$ cat src/rtl/pipeline_hazard_ctrl_if.sv
// Hazard-control bundle between the pipeline datapath and its stall/flush controller.
// The controller side is master; the datapath side is slave.
interface pipeline_hazard_ctrl_if #(
    parameter int REG_W = 5,
    parameter int CNT_W = 16
);
    logic [REG_W-1:0] if_id_rs1;
    logic [REG_W-1:0] if_id_rs2;
    logic [REG_W-1:0] id_ex_rd;
    logic             id_ex_memread;
    logic             branch_taken;
    logic             ex_mem_memacc;
    logic             mem_ready;
    logic             err_clr;
    logic             pc_en;
    logic             if_id_en;
    logic             if_id_flush;
    logic             id_ex_en;
    logic             id_ex_flush;
    logic             ex_mem_en;
    logic             mem_wb_flush;
    logic             mem_req;
    logic             mem_error;
    logic [CNT_W-1:0] stall_count;

    modport master (
        input  if_id_rs1, if_id_rs2, id_ex_rd, id_ex_memread,
        input  branch_taken, ex_mem_memacc, mem_ready, err_clr,
        output pc_en, if_id_en, if_id_flush, id_ex_en, id_ex_flush,
        output ex_mem_en, mem_wb_flush, mem_req, mem_error, stall_count
    );

    modport slave (
        output if_id_rs1, if_id_rs2, id_ex_rd, id_ex_memread,
        output branch_taken, ex_mem_memacc, mem_ready, err_clr,
        input  pc_en, if_id_en, if_id_flush, id_ex_en, id_ex_flush,
        input  ex_mem_en, mem_wb_flush, mem_req, mem_error, stall_count
    );
endinterface

$ cat src/rtl/pipeline_hazard_ctrl.sv
// Pipeline register enable/flush control: load-use stall, branch flush,
// data-memory hold with timeout, and a saturating stall-cycle counter.
module pipeline_hazard_ctrl #(
    parameter int REG_W   = 5,
    parameter int TIMEOUT = 16,
    parameter int CNT_W   = 16
) (
    input logic                   clk,
    input logic                   reset,
    pipeline_hazard_ctrl_if.master hz
);
    typedef enum logic [1:0] {RUN, MEM_WAIT, MEM_ERR} state_t;

    localparam int WC_W = $clog2(TIMEOUT);
    localparam logic [WC_W-1:0] WC_LAST = WC_W'(TIMEOUT - 1);

    state_t          state_q, state_d;
    logic [WC_W-1:0] wcnt_q, wcnt_d;
    logic            err_q, err_set;
    logic [CNT_W-1:0] cnt_q;
    logic            load_use;
    logic            pc_en, if_id_en, if_id_flush, id_ex_en;
    logic            id_ex_flush, ex_mem_en, mem_wb_flush, mem_req;

    assign load_use = hz.id_ex_memread && (hz.id_ex_rd != '0) &&
                      ((hz.id_ex_rd == hz.if_id_rs1) ||
                       (hz.id_ex_rd == hz.if_id_rs2));

    always_comb begin
        state_d      = state_q;
        wcnt_d       = wcnt_q;
        err_set      = 1'b0;
        pc_en        = 1'b1;
        if_id_en     = 1'b1;
        if_id_flush  = 1'b0;
        id_ex_en     = 1'b1;
        id_ex_flush  = 1'b0;
        ex_mem_en    = 1'b1;
        mem_wb_flush = 1'b0;
        mem_req      = 1'b0;
        unique case (state_q)
            RUN: begin
                mem_req = hz.ex_mem_memacc;
                if (hz.ex_mem_memacc && !hz.mem_ready) begin
                    pc_en        = 1'b0;
                    if_id_en     = 1'b0;
                    id_ex_en     = 1'b0;
                    ex_mem_en    = 1'b0;
                    mem_wb_flush = 1'b1;
                    state_d      = MEM_WAIT;
                    wcnt_d       = WC_W'(1);
                end else if (hz.branch_taken) begin
                    if_id_flush = 1'b1;
                    id_ex_flush = 1'b1;
                end else if (load_use) begin
                    pc_en       = 1'b0;
                    if_id_en    = 1'b0;
                    id_ex_flush = 1'b1;
                end
            end
            MEM_WAIT: begin
                mem_req = 1'b1;
                if (hz.mem_ready) begin
                    state_d = RUN;
                    wcnt_d  = '0;
                end else begin
                    pc_en        = 1'b0;
                    if_id_en     = 1'b0;
                    id_ex_en     = 1'b0;
                    ex_mem_en    = 1'b0;
                    mem_wb_flush = 1'b1;
                    if (wcnt_q == WC_LAST) begin
                        state_d = MEM_ERR;
                        wcnt_d  = '0;
                        err_set = 1'b1;
                    end else begin
                        wcnt_d = wcnt_q + 1'b1;
                    end
                end
            end
            MEM_ERR: begin
                mem_wb_flush = 1'b1;
                state_d      = RUN;
            end
            default: state_d = RUN;
        endcase
        // Reset forces a free-running pipeline and drops any request at once.
        if (!reset) begin
            pc_en        = 1'b1;
            if_id_en     = 1'b1;
            if_id_flush  = 1'b0;
            id_ex_en     = 1'b1;
            id_ex_flush  = 1'b0;
            ex_mem_en    = 1'b1;
            mem_wb_flush = 1'b0;
            mem_req      = 1'b0;
        end
    end

    always_ff @(posedge clk or negedge reset) begin
        if (!reset) begin
            state_q <= RUN;
            wcnt_q  <= '0;
            err_q   <= 1'b0;
            cnt_q   <= '0;
        end else begin
            state_q <= state_d;
            wcnt_q  <= wcnt_d;
            if (err_set)
                err_q <= 1'b1;
            else if (hz.err_clr)
                err_q <= 1'b0;
            if (!pc_en && (cnt_q != '1))
                cnt_q <= cnt_q + 1'b1;
        end
    end

    assign hz.pc_en        = pc_en;
    assign hz.if_id_en     = if_id_en;
    assign hz.if_id_flush  = if_id_flush;
    assign hz.id_ex_en     = id_ex_en;
    assign hz.id_ex_flush  = id_ex_flush;
    assign hz.ex_mem_en    = ex_mem_en;
    assign hz.mem_wb_flush = mem_wb_flush;
    assign hz.mem_req      = mem_req;
    assign hz.mem_error    = err_q;
    assign hz.stall_count  = cnt_q;
endmodule
$ cat src/flat_wrapper.sv
// flat-port wrapper written by rule: the top's interface ports become plain ports
module pipeline_hazard_ctrl_flat 
#(
    parameter int REG_W   = 5,
    parameter int TIMEOUT = 16,
    parameter int CNT_W   = 16
)
  (clk, reset, hz_if_id_rs1, hz_if_id_rs2, hz_id_ex_rd, hz_id_ex_memread, hz_branch_taken, hz_ex_mem_memacc, hz_mem_ready, hz_err_clr, hz_pc_en, hz_if_id_en, hz_if_id_flush, hz_id_ex_en, hz_id_ex_flush, hz_ex_mem_en, hz_mem_wb_flush, hz_mem_req, hz_mem_error, hz_stall_count);
  pipeline_hazard_ctrl_if #(.REG_W(REG_W), .CNT_W(CNT_W)) hz_i ();
  input logic clk;
  input logic reset;
  input wire logic [$bits(hz_i.if_id_rs1)-1:0] hz_if_id_rs1;
  input wire logic [$bits(hz_i.if_id_rs2)-1:0] hz_if_id_rs2;
  input wire logic [$bits(hz_i.id_ex_rd)-1:0] hz_id_ex_rd;
  input wire logic [$bits(hz_i.id_ex_memread)-1:0] hz_id_ex_memread;
  input wire logic [$bits(hz_i.branch_taken)-1:0] hz_branch_taken;
  input wire logic [$bits(hz_i.ex_mem_memacc)-1:0] hz_ex_mem_memacc;
  input wire logic [$bits(hz_i.mem_ready)-1:0] hz_mem_ready;
  input wire logic [$bits(hz_i.err_clr)-1:0] hz_err_clr;
  output wire logic [$bits(hz_i.pc_en)-1:0] hz_pc_en;
  output wire logic [$bits(hz_i.if_id_en)-1:0] hz_if_id_en;
  output wire logic [$bits(hz_i.if_id_flush)-1:0] hz_if_id_flush;
  output wire logic [$bits(hz_i.id_ex_en)-1:0] hz_id_ex_en;
  output wire logic [$bits(hz_i.id_ex_flush)-1:0] hz_id_ex_flush;
  output wire logic [$bits(hz_i.ex_mem_en)-1:0] hz_ex_mem_en;
  output wire logic [$bits(hz_i.mem_wb_flush)-1:0] hz_mem_wb_flush;
  output wire logic [$bits(hz_i.mem_req)-1:0] hz_mem_req;
  output wire logic [$bits(hz_i.mem_error)-1:0] hz_mem_error;
  output wire logic [$bits(hz_i.stall_count)-1:0] hz_stall_count;
  assign hz_i.if_id_rs1 = hz_if_id_rs1;
  assign hz_i.if_id_rs2 = hz_if_id_rs2;
  assign hz_i.id_ex_rd = hz_id_ex_rd;
  assign hz_i.id_ex_memread = hz_id_ex_memread;
  assign hz_i.branch_taken = hz_branch_taken;
  assign hz_i.ex_mem_memacc = hz_ex_mem_memacc;
  assign hz_i.mem_ready = hz_mem_ready;
  assign hz_i.err_clr = hz_err_clr;
  assign hz_pc_en = hz_i.pc_en;
  assign hz_if_id_en = hz_i.if_id_en;
  assign hz_if_id_flush = hz_i.if_id_flush;
  assign hz_id_ex_en = hz_i.id_ex_en;
  assign hz_id_ex_flush = hz_i.id_ex_flush;
  assign hz_ex_mem_en = hz_i.ex_mem_en;
  assign hz_mem_wb_flush = hz_i.mem_wb_flush;
  assign hz_mem_req = hz_i.mem_req;
  assign hz_mem_error = hz_i.mem_error;
  assign hz_stall_count = hz_i.stall_count;
  pipeline_hazard_ctrl #(.REG_W(REG_W), .TIMEOUT(TIMEOUT), .CNT_W(CNT_W)) u_core (.clk(clk), .reset(reset), .hz(hz_i));
endmodule
$ cat config.mk
export PLATFORM = sky130hd
export DESIGN_NAME = pipeline_hazard_ctrl_flat
export DESIGN_NICKNAME = d
export VERILOG_FILES = /design/src/rtl/pipeline_hazard_ctrl_if.sv /design/src/rtl/pipeline_hazard_ctrl.sv /design/src/flat_wrapper.sv
export SDC_FILE = /design/constraint.sdc
export NUM_CORES = 1
export LEC_CHECK = 0
export BUFFER_PORTS_ARGS = -buffer_cell sky130_fd_sc_hd__buf_4
export CAP_MARGIN = 20
export CORE_MARGIN = 4
export CORE_UTILIZATION = 40
export DETAILED_ROUTE_END_ITERATION = 7
export PLACE_DENSITY = 0.66
export SLEW_MARGIN = 20
export SYNTH_ARGS = -nofsm -noshare
export SYNTH_HDL_FRONTEND = slang
export SYNTH_SLANG_ARGS = --single-unit
$ cat constraint.sdc
create_clock -name clk -period 4.8 [get_ports clk]
set_input_delay 0.48 -clock clk [delete_from_list [all_inputs] [get_ports clk]]
set_output_delay 0.48 -clock clk [all_outputs]
set_load 0.005 [all_outputs]
==> flow_summary.json, run 1 <==
{
  "final_common_cell": "buf_4",
  "syn_nets": 157,
  "async_flop_share": 1.00,
  "dieArea_um2": 4320,
  "drive_gt1_frac": 0.337,
  "ff2ff_path_depth": 7,
  "h-tree-depth": 1,
  "postCtsResizedCells": 0,
  "cts-hold-fix-buffers": 0,
  "grt_pass1_wl_mm": 5.25,
  "hold_viol_final": 0,
  "worst_setup_path_start_kind": "primary input",
  "worst_hold_slack_ns": 0.0452,
  "drc_errors": 0,
  "gr-total-overflow": 0,
  "ys_seq_area_frac": 0.432,
  "pwr_density_cell_nw_per_um2": 276,
  "syn_inst": 133,
  "grt_usage": 0.153,
  "path_class": "in -> out",
  "avgRoutedWirePerCell_um": 13.8,
  "die_w_um": 65.7,
  "irDropWorstVdd_mv": 0.293,
  "synth_top_flop_cell": "dfrtp_1",
  "clkSlewWorstSetupHoldPaths_ns": 0.14,
  "clockRootBuffer": "clkbuf_4",
  "yosysUniqueCellTypes": 39,
  "yosys_warnings": 0,
  "r2r_slack_ns": 2.80,
  "setup_ws_ns": 2.54,
  "critPathCapture": "hz_pc_en",
  "rsz0062_at_grt": "no",
  "drv_slew": 0,
  "diodes": 0,
  "viasPerCell": 5.11,
  "final_cell_mix": "buf_4, dfrtp_1, xor2_1",
  "worstHoldPathType": "in -> async",
  "firstDrtPassIters": 4,
  "syn_area_per_cell_um2": 10.0,
  "post-place-ws_ns": 2.53,
  "regArea_um2": 576,
  "setup_viol": 0,
  "nFillCells": 289,
  "place_hpwl_mm": 2.46,
  "r2r_start": "u_core.hz.stall_count[3]",
  "vias": 1134,
  "post_cts_buffers": 0,
  "syn2layout_area_growth_pct": 29.7,
  "worstSkewPairLatency_ns": 0.32,
  "setup_tns_ns": 0,
  "multi_input_area_um2": 721,
  "tightest_slew_ns": 0.382,
  "routed_wl_mm": 3.07,
  "fin_crit_sh": 0.470,
  "end_kind": "primary output",
  "io_buffer_count": 46,
  "detail-route-antenna-nets": 0,
  "r2r-end": "u_core.hz.stall_count[14]",
  "maxSlewHeadroom": 0.743,
  "rows": 20,
  "antenna_found_initial": 0,
  "ys_seq_elements": 23,
  "cp.required_ns": 4.32,
  "grt_max_degree": 29,
  "grt_pass1_vias": 1167,
  "cts_buffers": 3,
  "synth_area_um2": 1330,
  "drv_cap": 0,
  "io_pins": 47,
  "synth_edf_count": 0,
  "status": "completed",
  "cts_tree": "done",
  "crit_start": "hz_id_ex_rd[3]",
  "p_leak_nw": 0.827,
  "die_h_um": 65.7,
  "gp_congestion": 0.844,
  "cts_buffer_depth": 2,
  "coreArea_um2": 3130,
  "clock_skew_ns": 0.0150,
  "cts_sinks": 23,
  "nets": 203,
  "path_max_fanout": 3,
  "min_period_ns": 2.26,
  "start_util": 0.426,
  "drt_iter0_markers": 96,
  "crit_arrival_ns": 1.78,
  "fmax_ghz": 0.443
}
sequential cells by signal (all words and copies together), names as in the netlist:
name / flops
u_core.hz.stall_count: 16
u_core.wcnt_q: 4
u_core.state_q: 2
u_core.hz.mem_error: 1
layout make-up:
type	instances	area share
flip-flops and latches	23	0.333
well taps	44	0.0318
multi-input cells	104	0.416
repair buffers	46	0.200
clock inverters	1	0.00434
clock buffers	3	0.0130
inverters	1	0.00217
per-layer routing:
| layer | up-vias | global-route usage | wire, µm |
|---|---|---|---|
| met3 | 4 | 0.0427 | 156 |
| li1 | 564 | - | - |
| met1 | 531 | 0.180 | 1260 |
| met4 | 0 | 0.0311 | 26 |
| met2 | 35 | 0.274 | 1630 |
| met5 | - | 0 | 0 |
cell usage after synthesis (all sizes together) (2+ instances only):
| library cell | n | area share |
|---|---|---|
| dfrtp | 23 | 0.43 |
| xor2 | 16 | 0.11 |
| nor3 | 10 | 0.049 |
| nand2 | 9 | 0.027 |
| xnor2 | 9 | 0.059 |
| nand3 | 8 | 0.030 |
| nand4 | 7 | 0.033 |
| nor2 | 7 | 0.020 |
| o21ai | 7 | 0.026 |
| and3 | 6 | 0.034 |
| a21oi | 4 | 0.015 |
| buf | 3 | 0.020 |
| and4 | 2 | 0.015 |
| clkbuf | 2 | 0.0056 |
| ha | 2 | 0.019 |
| nand2b | 2 | 0.0094 |
| o31ai | 2 | 0.015 |
how the worst min path moves through the flow:
stage | start | endpoint
after global placement | reset | u_core.state_q[1]
after detailed placement | reset | u_core.state_q[0]
after global routing | reset | u_core.hz.stall_count[13]
after CTS | reset | u_core.hz.stall_count[13]
after floorplan | reset | u_core.hz.mem_error
final | reset | u_core.hz.stall_count[15]
through the flow:
step / instance area [µm²] / utilization / instances / power (W)
floorplan: 1330 / - / 133 / 0.000318
global placement: 1700 / 0.544 / 218 / 0.000386
detailed placement: 1700 / 0.544 / 218 / 0.000394
CTS: 1730 / 0.553 / 222 / 0.000486
global route: 1730 / 0.553 / 222 / 0.000512
finish: 1730 / 0.553 / 222 / 0.000477
kinds of logic after synthesis:
group	count (synthesis)	synth area share
xor gates and xnor gates	25	0.164
and+or+nand+nor	56	0.243
AOI/OAI and AO/OA	21	0.114
DFF	23	0.432
buffers and inverters	6	0.0281
adders and majority gates	2	0.0188
where the power goes:
group          internal, W  switching, W  total (W)  leakage (nW)
combinational    0.0000739     0.0000587   0.000133         0.507
clock            0.0000318     0.0000586  0.0000904        0.0139
sequential        0.000218     0.0000365   0.000254         0.306
critical path: stages:
cell and delay [ns]:
buf_4 0.12, xor2_1 0.16, nor3_2 0.16, a22oi_1 0.13, o31ai_2 0.31, or2b_1 0.28
buf_4 0.14
Note: power is estimated with default switching activity, not from simulation.
==> run 2: changes to the inputs <==
--- a/config.mk
+++ b/config.mk
@@ -10,7 +10,7 @@
 export CORE_MARGIN = 4
 export CORE_UTILIZATION = 40
 export DETAILED_ROUTE_END_ITERATION = 7
-export PLACE_DENSITY = 0.66
+export PLACE_DENSITY = 0.69
 export SLEW_MARGIN = 20
 export SYNTH_ARGS = -nofsm -noshare
 export SYNTH_HDL_FRONTEND = slang
==> constraint.sdc (replaced) <==
create_clock -name clk -period 1.95 [get_ports clk]
set_input_delay 0.195 -clock clk [delete_from_list [all_inputs] [get_ports clk]]
set_output_delay 0.195 -clock clk [all_outputs]
set_load 0.005 [all_outputs]
==> flow_summary.json, run 2 (same netlist as run 1, synthesis figures left out) <==
{
  "status": "completed",
  "detail-route-antenna-nets": 0,
  "firstDrtPassIters": 4,
  "die_h_um": 65.7,
  "hold_viol_final": 0,
  "clkSlewWorstSetupHoldPaths_ns": 0.12,
  "path_class": "reg -> reg",
  "clock_skew_ns": 0.00426,
  "min_path_cells": 2,
  "r2r_start": "u_core.hz.stall_count[5]",
  "fin_crit_sh": 0.961,
  "end_kind": "flip-flop",
  "gr-total-overflow": 0,
  "drc_errors": 0,
  "hp-start": "hz_err_clr",
  "worstSkewPairLatency_ns": 0.32,
  "io_pins": 47,
  "drive_gt1_frac": 0.394,
  "h-tree-depth": 1,
  "maxSlewHeadroom": 0.732,
  "final_cell_mix": "buf_4, dfrtp_1, xor2_1",
  "nets": 213,
  "drv_slew": 0,
  "worstHoldPathType": "in -> reg",
  "grt_pass1_wl_mm": 5.33,
  "cts_sinks": 23,
  "postLayoutCoreUtil": 0.590,
  "rows": 20,
  "worst_setup_path_start_kind": "flip-flop",
  "path_max_fanout": 8,
  "coreArea_um2": 3130,
  "antenna_found_initial": 0,
  "dieArea_um2": 4320,
  "place_hpwl_mm": 2.51,
  "fmax_ghz": 0.533,
  "grt_pass1_vias": 1197,
  "diodes": 0,
  "viasPerCell": 5.21,
  "final_common_cell": "buf_4",
  "drv_cap": 0,
  "tightest_slew_ns": 0.399,
  "r2r_slack_ns": 0.08,
  "clockRootBuffer": "clkbuf_4",
  "syn2layout_area_growth_pct": 38.3,
  "vias": 1208,
  "cp.required_ns": 2.20,
  "routed_wl_mm": 3.29,
  "nFillCells": 270,
  "gp_congestion": 0.766,
  "stdcell_area_um2": 1840,
  "pwr_density_cell_nw_per_um2": 673,
  "r2r-end": "u_core.hz.stall_count[7]",
  "cts_buffers": 3,
  "grt_usage": 0.158,
  "grt_max_degree": 28,
  "min_to": "u_core.hz.mem_error",
  "min_period_ns": 1.87,
  "setup_viol": 0,
  "cts_tree": "done",
  "die_w_um": 65.7,
  "place_area_um2": 1770,
  "post_cts_buffers": 0,
  "largest_reg_flops": 16,
  "drt_iter0_markers": 91,
  "crit_arrival_ns": 2.13,
  "irDropWorstVdd_mv": 0.453,
  "ff2ff_path_depth": 7,
  "start_util": 0.426,
  "io_buffer_count": 46,
  "cts_buffer_depth": 2,
  "p_leak_nw": 0.902,
  "avgRoutedWirePerCell_um": 14.2
}
-- run 2: per-stage QoR --
step	power, W	setup WS (ns)	hold WS, ns	instances	setup TNS, ns
floorplan	0.000783	0.153	-0.101	133	0
global placement	0.00101	0.0477	0.209	227	0
detailed placement	0.00102	0.0246	0.217	227	0
CTS	0.00125	0.00312	0.0394	232	0
global route	0.00132	-0.0296	0.0399	232	-0.0742
finish	0.00124	0.0754	0.0546	232	0
-- run 2: worst max path at each step --
stage,start,to,slack (ns),depth (start not counted)
CTS,u_core.hz.stall_count[5],u_core.hz.stall_count[5],0.003,7
floorplan,u_core.hz.stall_count[4],u_core.hz.stall_count[6],0.15,8
finish,u_core.hz.stall_count[5],u_core.hz.stall_count[7],0.08,7
global placement,u_core.hz.stall_count[4],u_core.hz.stall_count[13],0.05,7
global route,u_core.hz.stall_count[5],u_core.hz.stall_count[9],-0.03,7
detailed placement,u_core.hz.stall_count[5],u_core.hz.stall_count[13],0.02,7
-- run 2: timing repair --
action | 4_1_cts | 5_1_grt
hold endpoints to repair | 23 | 0
setup endpoints to repair | 0 | 15
hold buffers | 1 | 0
gates resized for setup | 0 | 10
-- run 2: layer usage --
layer,up-vias,track usage,share of wire
met5,-,0,0
met4,0,0.0544,0.013
met3,5,0.0376,0.046
met2,27,0.275,0.52
met1,591,0.188,0.42
li1,585,-,-
-- run 2: cell type report --
class,count,area (µm²),area share
Multi-Input combinational cell,104,757,0.410
Sequential cell,23,576,0.312
Timing Repair Buffer,56,427,0.231
Tap cell,44,55.1,0.0299
Clock buffer,4,26.3,0.0142
Inverter,1,3.75,0.00204
-- run 2: worst max-delay path, stage by stage (launching register included) --
cell     delay [ns]
dfrtp_1        0.44
and3_2         0.23
and4_4         0.20
and3_4         0.19
a31oi_4        0.20
nand2_4        0.14
nor3_1         0.26
xor2_1         0.16
-- run 2: power by group --
part,leakage (nW),internal (W),switching [W]
sequential,0.306,0.000536,0.0000607
clock,0.0150,0.0000801,0.000144
combinational,0.581,0.000229,0.000192
==> run 3: changes to the inputs <==
--- a/config.mk
+++ b/config.mk
@@ -8,9 +8,9 @@
 export BUFFER_PORTS_ARGS = -buffer_cell sky130_fd_sc_hd__buf_4
 export CAP_MARGIN = 20
 export CORE_MARGIN = 4
-export CORE_UTILIZATION = 40
+export CORE_UTILIZATION = 44
 export DETAILED_ROUTE_END_ITERATION = 7
-export PLACE_DENSITY = 0.69
+export PLACE_DENSITY = 0.75
 export SLEW_MARGIN = 20
 export SYNTH_ARGS = -nofsm -noshare
 export SYNTH_HDL_FRONTEND = slang
==> flow_summary.json, run 3 (same netlist as run 1, synthesis figures left out) <==
{
  "cts_sinks": 23,
  "setup_tns_ns": 0,
  "dieArea_um2": 3980,
  "post_cts_buffers": 0,
  "seqPwrFrac": 0.484,
  "placed_cells": 214,
  "irDropWorstVdd_mv": 0.699,
  "worst_hold_slack_ns": 0.0645,
  "grt_max_degree": 28,
  "worstSkewPairLatency_ns": 0.30,
  "place_hpwl_mm": 2.54,
  "coreArea_um2": 2830,
  "p_int_w": 0.000844,
  "power_switching_share": 0.313,
  "clockRootBuffer": "clkbuf_4",
  "maxSlewHeadroom": 0.790,
  "worst_setup_path_start_kind": "flip-flop",
  "final_cell_mix": "buf_4, dfrtp_1, xor2_1",
  "avgRoutedWirePerCell_um": 14.4,
  "cts_tree": "done",
  "grt_pass1_wl_mm": 5.72,
  "drive_gt1_frac": 0.378,
  "p_leak_nw": 0.882,
  "diodes": 0,
  "largest_reg_flops": 16,
  "setup_ws_ns": 0.0638,
  "path_class": "reg -> reg",
  "cts_buffers": 3,
  "final_common_cell": "buf_4",
  "die_h_um": 63.1,
  "cp.required_ns": 2.19,
  "detail-route-antenna-nets": 0,
  "grt_pass1_vias": 1287,
  "drv_cap": 0,
  "pwr_density_cell_nw_per_um2": 682,
  "fin_crit_sh": 0.967,
  "worstHoldPathType": "in -> reg",
  "setup_viol": 0,
  "fmax_ghz": 0.530,
  "clkSlewWorstSetupHoldPaths_ns": 0.12,
  "tightest_slew_ns": 0.315,
  "syn2layout_area_growth_pct": 35.0,
  "drv_slew": 0,
  "status": "completed",
  "rsz0062_at_grt": "yes",
  "io_buffer_count": 46,
  "p_sw_w": 0.000384,
  "drt_iter0_markers": 78,
  "clock_skew_ns": 0.00468,
  "pwr-share-comb": 0.342,
  "drc_errors": 0,
  "cts_buffer_depth": 2,
  "end_kind": "flip-flop",
  "min_period_ns": 1.89,
  "vias": 1188,
  "finalNonFillerCells": 219,
  "gp_congestion": 0.846,
  "nets": 213,
  "h-tree-depth": 1,
  "path_max_fanout": 8,
  "post-place-ws_ns": 0.00459,
  "io_pins": 47,
  "rows": 19,
  "antenna_found_initial": 0,
  "gr-total-overflow": 0,
  "hold_viol_final": 0,
  "die_w_um": 63.1,
  "crit_arrival_ns": 2.12,
  "clockPowerShare": 0.174,
  "routed_wl_mm": 3.16,
  "start_util": 0.471,
  "viasPerCell": 5.42,
  "grt_usage": 0.174,
  "firstDrtPassIters": 4
}
-- run 3: through the flow --
step	util	total power, W	area, µm²
2_1_floorplan	-	0.000783	1330
3_3_place_gp	0.619	0.00101	1750
3_5_place_dp	0.619	0.00102	1750
4_1_cts	0.632	0.00124	1790
5_1_grt	0.636	0.00132	1800
6_report	0.636	0.00123	1800
-- run 3: power groups by stage --
| stage | sequential [W] | clock, W | combinational [W] |
|---|---|---|---|
| 2_1_floorplan | 0.000622 | 0 | 0.000162 |
| 3_3_place_gp | 0.000598 | 0 | 0.000408 |
| 3_5_place_dp | 0.000604 | 0 | 0.000420 |
| 4_1_cts | 0.000595 | 0.000223 | 0.000423 |
| 5_1_grt | 0.000608 | 0.000245 | 0.000471 |
| 6_report | 0.000594 | 0.000214 | 0.000420 |
-- run 3: what timing repair did --
item | 4_1_cts | 5_1_grt
hold buffers | 1 | 0
endpoints found under the hold margin | 23 | 0
resized for setup | 0 | 4
setup endpoints to repair | 0 | 16
-- run 3: worst max-delay path: stages, from the launching register on --
cell and delay (ns):
dfrtp_1 0.42, and3_2 0.22, and4_4 0.20, and3_4 0.18, a31oi_4 0.16, nand2_2 0.16
nor3_1 0.30, xor2_1 0.18
-- run 3: final cells by class --
class                           instances  area (µm²)
Tap cell                               31        38.8
Clock buffer                            4        26.3
Inverter                                1        3.75
Sequential cell                        23         576
Multi-Input combinational cell        104         729
Timing Repair Buffer                   56         427
Fill cell                             245        1030
-- run 3: worst paths after layout --
check / from / endpoint / slack, ns / cells after the start
setup / recovery: u_core.hz.stall_count[5] / u_core.hz.stall_count[7] / 0.06 / 7
setup reg to reg: u_core.hz.stall_count[5] / u_core.hz.stall_count[7] / 0.06 / 7
max in group asynchronous: reset / u_core.hz.stall_count[13] / 1.37 / 3
min in group asynchronous: reset / u_core.hz.stall_count[6] / 0.39 / 3
hold / removal: hz_err_clr / u_core.hz.mem_error / 0.06 / 2
hold reg to reg: u_core.hz.stall_count[11] / u_core.hz.stall_count[11] / 0.51 / 1
-- run 3: routing by layer --
layer | track usage | vias up | wire [µm]
li1 | - | 584 | -
met1 | 0.204 | 576 | 1270
met2 | 0.314 | 26 | 1700
met3 | 0.0515 | 2 | 179
met4 | 0.0358 | 0 | 13
met5 | 0 | - | 0
